==> config.mk <==
export PLATFORM = sky130hd
export DESIGN_NAME = window_fill_ctrl
export DESIGN_NICKNAME = d
export VERILOG_FILES = /design/src/rtl/window_fill_ctrl.sv
export SDC_FILE = /design/constraint.sdc
export NUM_CORES = 1
export LEC_CHECK = 0
export BUFFER_PORTS_ARGS = -buffer_cell sky130_fd_sc_hd__buf_2
export CAP_MARGIN = 20
export CORE_MARGIN = 2
export CORE_UTILIZATION = 48
export DETAILED_ROUTE_END_ITERATION = 10
export PLACE_DENSITY = 0.79
export SYNTH_ARGS = -nofsm -noshare
export SYNTH_HDL_FRONTEND = slang
export SYNTH_SLANG_ARGS = --single-unit
==> constraint.sdc <==
create_clock -name clk -period 2.2 [get_ports clk]
set_input_delay 0 -clock clk [delete_from_list [all_inputs] [get_ports clk]]
set_output_delay 0 -clock clk [all_outputs]
set_load 0.03 [all_outputs]
==> src/rtl/window_fill_ctrl.sv <==
// window_fill_ctrl: fills the 4x16 line buffer from memory, then sweeps window index 3..15 to the MAC.
//   start/base_addr      tile request, sampled in IDLE only
//   busy/done            status; done pulses once after the last window is accepted
//   mem_rd/mem_addr      one read request per word; mem_rvalid/mem_rdata return the word
//   buf_ld/row/col/data  buffer load port, one 32-bit word per load
//   buf_index/win_valid  window sweep with win_ready handshake
//   WFC_STALL_CNT_EN     when defined, adds stall_cnt[15:0] (saturating count of stalled SWEEP cycles)
module window_fill_ctrl #(
  parameter int ADDR_W = 16,
  parameter int ROW_STRIDE = 16
) (
  input  logic              clk,
  input  logic              rst,
  input  logic              start,
  input  logic [ADDR_W-1:0] base_addr,
  output logic              busy,
  output logic              done,
  output logic              mem_rd,
  output logic [ADDR_W-1:0] mem_addr,
  input  logic              mem_rvalid,
  input  logic [31:0]       mem_rdata,
  output logic              buf_ld,
  output logic [1:0]        buf_row,
  output logic [1:0]        buf_col,
  output logic [31:0]       buf_data,
  output logic [3:0]        buf_index,
  output logic              win_valid,
  input  logic              win_ready
`ifdef WFC_STALL_CNT_EN
  ,
  output logic [15:0]       stall_cnt
`endif
);
  typedef enum logic [2:0] {IDLE, REQ, WAIT, LOAD, SWEEP, DONE} state_t;
  state_t state_q, state_d;
  logic [3:0] k_q, index_q;
  logic [ADDR_W-1:0] base_q;
  logic [31:0] data_q;
  logic [1:0] row_q, col_q;
  always_comb begin
    state_d = state_q;
    case (state_q)
      IDLE:    state_d = start ? REQ : IDLE;
      REQ:     state_d = WAIT;
      WAIT:    state_d = mem_rvalid ? LOAD : WAIT;
      LOAD:    state_d = (k_q == 4'd15) ? SWEEP : REQ;
      SWEEP:   state_d = (win_ready && index_q == 4'd15) ? DONE : SWEEP;
      DONE:    state_d = IDLE;
      default: state_d = IDLE;
    endcase
  end
  always_ff @(posedge clk) begin
    if (rst) begin
      state_q <= IDLE;
      k_q     <= '0;
      base_q  <= '0;
      data_q  <= '0;
      row_q   <= '0;
      col_q   <= '0;
      index_q <= 4'd3;
    end else begin
      state_q <= state_d;
      if (state_q == IDLE && start) begin
        base_q <= base_addr;
        k_q    <= '0;
      end
      if (state_q == WAIT && mem_rvalid) begin
        data_q <= mem_rdata;
        row_q  <= k_q[3:2];
        col_q  <= k_q[1:0];
      end
      if (state_q == LOAD) k_q <= k_q + 4'd1;
      if (state_q == LOAD && k_q == 4'd15) index_q <= 4'd3;
      if (state_q == SWEEP && win_ready && index_q != 4'd15) index_q <= index_q + 4'd1;
    end
  end
  // Address arithmetic is ADDR_W wide on purpose so tiles near the top of memory wrap.
  assign mem_addr  = (state_q == REQ) ? base_q + ADDR_W'(k_q[3:2]) * ADDR_W'(ROW_STRIDE) + ADDR_W'(k_q[1:0]) : '0;
  assign mem_rd    = state_q == REQ;
  assign buf_ld    = state_q == LOAD;
  assign win_valid = state_q == SWEEP;
  assign done      = state_q == DONE;
  assign busy      = state_q != IDLE;
  assign buf_row   = row_q;
  assign buf_col   = col_q;
  assign buf_data  = data_q;
  assign buf_index = index_q;
`ifdef WFC_STALL_CNT_EN
  logic [15:0] stall_q;
  always_ff @(posedge clk) begin
    if (rst || (state_q == IDLE && start)) stall_q <= '0;
    else if (state_q == SWEEP && !win_ready && stall_q != 16'hFFFF) stall_q <= stall_q + 16'd1;
  end
  assign stall_cnt = stall_q;
`endif
endmodule

==> metrics.txt <==
# TYPE chip_impl_metric gauge
chip_impl_metric{name="finalHoldViolCount",unit=""} 0
chip_impl_info{name="grt-busiest-layer",value="met2"} 1
chip_impl_metric{name="fill_cells",unit=""} 446
chip_impl_metric{name="floorplan.die_area",unit="sq um"} 6600
chip_impl_info{name="reg2reg_from",value="state_q[1]$_SDFF_PP0_"} 1
chip_impl_metric{name="synthesis.yosys.warnings",unit=""} 0
chip_impl_metric{name="drt_pre_antenna_iters",unit=""} 4
chip_impl_metric{name="post-place-ws",unit="ns"} 0.194
chip_impl_metric{name="area_growth_syn_to_layout",unit="%"} 47.6
chip_impl_metric{name="fin_nets",unit=""} 586
chip_impl_metric{name="synthArstFlopShare",unit="%"} 0
chip_impl_metric{name="cpPeakStageDelay",unit="ns"} 0.47
chip_impl_info{name="yosys-top-cells-count",value="114 x nand2_1, 67 x a21oi_1, 63 x dfxtp_1"} 1
chip_impl_info{name="hold_end",value="base_q[0]$_SDFFE_PP0P_"} 1
chip_impl_metric{name="power_report.internal_total",unit="mW"} 1.93
chip_impl_info{name="grt_setup_unrepaired",value="false"} 1
chip_impl_metric{name="cell_count_after_placement",unit=""} 538
chip_impl_info{name="root_buffer",value="clkbuf_8"} 1
chip_impl_metric{name="critical_path_required",unit="ns"} 2.20
chip_impl_metric{name="antenna_cells",unit=""} 0
chip_impl_metric{name="groute.layer.met3.usage",unit="%"} 5.11
chip_impl_metric{name="power.ir.vdd_worst",unit="mV"} 0.484
chip_impl_metric{name="chipWidth",unit="um"} 81.2
chip_impl_metric{name="tritoncts_num_sinks",unit=""} 63
chip_impl_info{name="worstPathCellList",value="ha_4, fa_2, nand3_2, o21a_4, or4b_1, nand2_1, buf_6"} 1
chip_impl_metric{name="grtUsageTotal",unit="%"} 25.6
chip_impl_metric{name="dp_hpwl",unit="um"} 4900
chip_impl_metric{name="crit_arrival",unit="ns"} 2.14
chip_impl_info{name="start_point_of_the_worst_min_delay_path",value="start"} 1
chip_impl_metric{name="timing.clock.skew",unit="ns"} 0.00910
chip_impl_metric{name="finalInstanceArea",unit="sq um"} 4220
chip_impl_metric{name="switching_share",unit="%"} 30.0
chip_impl_info{name="startpoint_type",value="flip-flop"} 1
chip_impl_metric{name="setup-tns-final",unit="ns"} 0
chip_impl_metric{name="reg_clk_slew_reported_paths",unit="ns"} 0.07
chip_impl_metric{name="drc_errors",unit=""} 0
chip_impl_info{name="synthMostInstantiatedCell",value="nand2_1"} 1
chip_impl_metric{name="final_cells",unit=""} 606
chip_impl_metric{name="timing_max_transition_violations_final",unit=""} 0
chip_impl_info{name="library_cell_contributing_the_largest_single_delay_on_the_critical_path",value="or4b_1"} 1
chip_impl_metric{name="share_of_total_power_in_the_clock_network",unit="%"} 35.3
chip_impl_metric{name="floorplan.io_pins",unit=""} 114
chip_impl_metric{name="synthesis.area_per_instance",unit="sq um"} 7.82
chip_impl_metric{name="wire_length_of_the_first_global_routing_pass",unit="um"} 13100
chip_impl_metric{name="power_density",unit="nW/um^2"} 653
chip_impl_metric{name="coreArea",unit="sq um"} 5850
chip_impl_metric{name="floorplan.initialDensity",unit="%"} 48.9
chip_impl_metric{name="grt_remaining_overflow",unit=""} 0
chip_impl_info{name="crit_path_capture_type",value="output pin"} 1
chip_impl_metric{name="total_switching_power",unit="uW"} 828
chip_impl_info{name="min_path_type",value="input pin to flip-flop"} 1
chip_impl_metric{name="grt_use_met1",unit="%"} 29.4
chip_impl_metric{name="post_dp_cell_area",unit="sq um"} 3460
chip_impl_info{name="cts_tree",value="yes"} 1
chip_impl_metric{name="clock_insertion_delay_worst_skew",unit="ns"} 0.33
chip_impl_info{name="netlist_top_cells_area",value="dfxtp_1 44%, nand2_1 15%, a21oi_1 12%"} 1
chip_impl_metric{name="wl_per_cell",unit="um"} 14.1
chip_impl_metric{name="p_seq_share",unit="%"} 45.9
chip_impl_metric{name="synth.net_count",unit=""} 426
chip_impl_metric{name="rows",unit=""} 28
chip_impl_metric{name="post_route_cells_drive_above_1_share",unit="%"} 29.4
chip_impl_metric{name="synth_enable_flop_cells",unit=""} 0
chip_impl_metric{name="worst-r2r-cell-count",unit=""} 4
chip_impl_metric{name="fin_ws",unit="ns"} 0.0649
chip_impl_info{name="rr_endpoint",value="buf_row[1]$_SDFFE_PP0P_"} 1
chip_impl_metric{name="max_freq",unit="MHz"} 468
chip_impl_metric{name="share_comb_of_total_power",unit="%"} 18.7
chip_impl_metric{name="finalWirelength",unit="um"} 8570
chip_impl_metric{name="max-clock-path-buffers",unit=""} 2
chip_impl_metric{name="synth_top_area_share",unit="%"} 44.1
chip_impl_metric{name="period_share",unit="%"} 97.0
chip_impl_metric{name="first_iter_violations",unit=""} 197
chip_impl_metric{name="relSlewSlack",unit="%"} 61.3
chip_impl_metric{name="hold_depth",unit=""} 4
chip_impl_info{name="synthFlopType",value="dfxtp_1"} 1
chip_impl_metric{name="number_of_clock_buffers_inserted_by_tritoncts",unit=""} 9
chip_impl_metric{name="synth_cells",unit=""} 366
chip_impl_metric{name="design_power_total",unit="mW"} 2.76
chip_impl_metric{name="vias_per_cell",unit=""} 5.18
chip_impl_metric{name="grt_pass1_vias",unit=""} 2861
chip_impl_metric{name="port-buffer-count",unit=""} 113
chip_impl_metric{name="max_cap_viol_count",unit=""} 0
chip_impl_metric{name="setup_viol",unit=""} 0
chip_impl_metric{name="die_h",unit="um"} 81.2
chip_impl_metric{name="ctsHtreeMaxLevel",unit=""} 3
chip_impl_info{name="run_status",value="finished, final reports clean"} 1
chip_impl_info{name="timing.setup.critical_path_class",value="flip-flop to output pin"} 1
chip_impl_metric{name="mappedNetlistArea",unit="sq um"} 2860
chip_impl_metric{name="post_synth_num_cell_types",unit=""} 45
chip_impl_metric{name="gp_congestion",unit=""} 0.834
chip_impl_metric{name="minimum_setup_slack_among_reg_to_reg_paths",unit="ns"} 0.38
chip_impl_metric{name="antenna_found_initial",unit=""} 0
chip_impl_metric{name="synth_seq_area_share",unit="%"} 44.1
chip_impl_metric{name="gr-usage-met2",unit="%"} 45.2
chip_impl_metric{name="final_antenna_net_count",unit=""} 0
chip_impl_metric{name="ys_seq_elements",unit=""} 63
chip_impl_metric{name="static-leakage-power",unit="nW"} 1.85
chip_impl_metric{name="vias_after_detailed_routing",unit=""} 3140
chip_impl_metric{name="largest_net_degree_at_the_start_of_global_routing",unit=""} 38
chip_impl_info{name="post-synth-top-area-cell",value="dfxtp_1"} 1
chip_impl_metric{name="timing_worst_slew_pin_value",unit="ns"} 0.579
chip_impl_metric{name="post-route-min-period",unit="ns"} 2.14
chip_impl_metric{name="critical_path.max_fanout",unit=""} 8
[stage by stage]
stage	hold slack [ns]	util (%)
after floorplan	0.136	-
after detailed placement	0.246	59.1
final	0.0714	72.2
after global placement	0.239	59.1
after CTS	0.0661	71.0
after global routing	0.0916	72.2
[worst max path at each step]
stage / startpoint / to / slack, ns / cells after the start
final: k_q[0]$_SDFFE_PP0P_ / mem_addr[14] / 0.06 / 7
after global routing: k_q[0]$_SDFFE_PP0P_ / mem_addr[10] / 0.0004 / 7
after CTS: k_q[2]$_SDFFE_PP0P_ / mem_addr[13] / 0.02 / 6
after detailed placement: k_q[0]$_SDFFE_PP0P_ / mem_addr[14] / 0.19 / 7
after global placement: k_q[0]$_SDFFE_PP0P_ / mem_addr[14] / 0.27 / 7
after floorplan: k_q[0]$_SDFFE_PP0P_ / mem_addr[10] / 0.19 / 6
[kinds of logic (layout without fill, tap and decap cells)]
group           Yosys count  after routing  share of synthesized area [%]
compound gates           92             92                           17.6
fa+ha+maj                 7              7                           3.32
flops                    63             63                           44.1
xor+xnor                  6              6                           1.84
simple gates            172            172                           28.5
buf+inv                  26            191                           4.63
[registers in the layout (all words and copies together) (netlist names)]
name / cells
base_q: 16
buf_col: 2
buf_data: 32
buf_index: 4
buf_row: 2
k_q: 4
state_q: 3
[power groups by stage]
stage               clock network [mW]  registers [mW]  logic (mW)
global placement                     0            1.28       0.420
floorplan                            0            1.32       0.265
detailed placement                   0            1.29       0.428
CTS                              0.990            1.26       0.496
finish                           0.975            1.27       0.517
global route                      1.04            1.28       0.561
[layer usage]
metal	routed length, um	vias up
li1	-	1578
met1	3350	1431
met2	4520	111
met3	497	20
met4	208	0
met5	0	-
[what timing repair did]
action                     in CTS  in global routing
hold buffers                   48                  0
gates resized for setup         6                 15
buffers inserted                1                  3
hold endpoints to repair       48                  0
setup endpoints to repair       4                  9
pin swaps                       2                  2
[cells in the final DEF (no fill, tap or decap), drive strengths merged, types with 3 or more instances in the layout]
| master | count |
|---|---|
| nand4 | 5 |
| clkbuf | 10 |
| o21a | 4 |
| a31oi | 3 |
| clkinv | 4 |
| xor2 | 3 |
| dlygate4sd3 | 48 |
| buf | 122 |
| xnor2 | 3 |
| nand3 | 6 |
| or3 | 7 |
| nor3 | 5 |
| a21oi | 67 |
| dfxtp | 63 |
| ha | 6 |
| nor2 | 16 |
| inv | 5 |
| nand2 | 114 |
| o21ai | 11 |
[final cells by class]
class	count	area, sq um	share of cell area, %
Timing Repair Buffer	170	1140	27.0
Clock buffer	10	128	3.02
Multi-Input combinational cell	277	1510	35.8
Tap cell	75	93.8	2.22
Inverter	5	18.8	0.444
Clock inverter	6	61.3	1.45
Sequential cell	63	1270	30.1
[critical path: cells and delay by family (launching register included)]
family | cells | cell delay, ns
buffers and inverters | 1 | 0.13
AOI/OAI and AO/OA | 1 | 0.26
DFF | 1 | 0.36
and+or+nand+nor | 3 | 0.67
adders and majority gates | 2 | 0.36
Note: power is estimated with default switching activity, not from simulation.
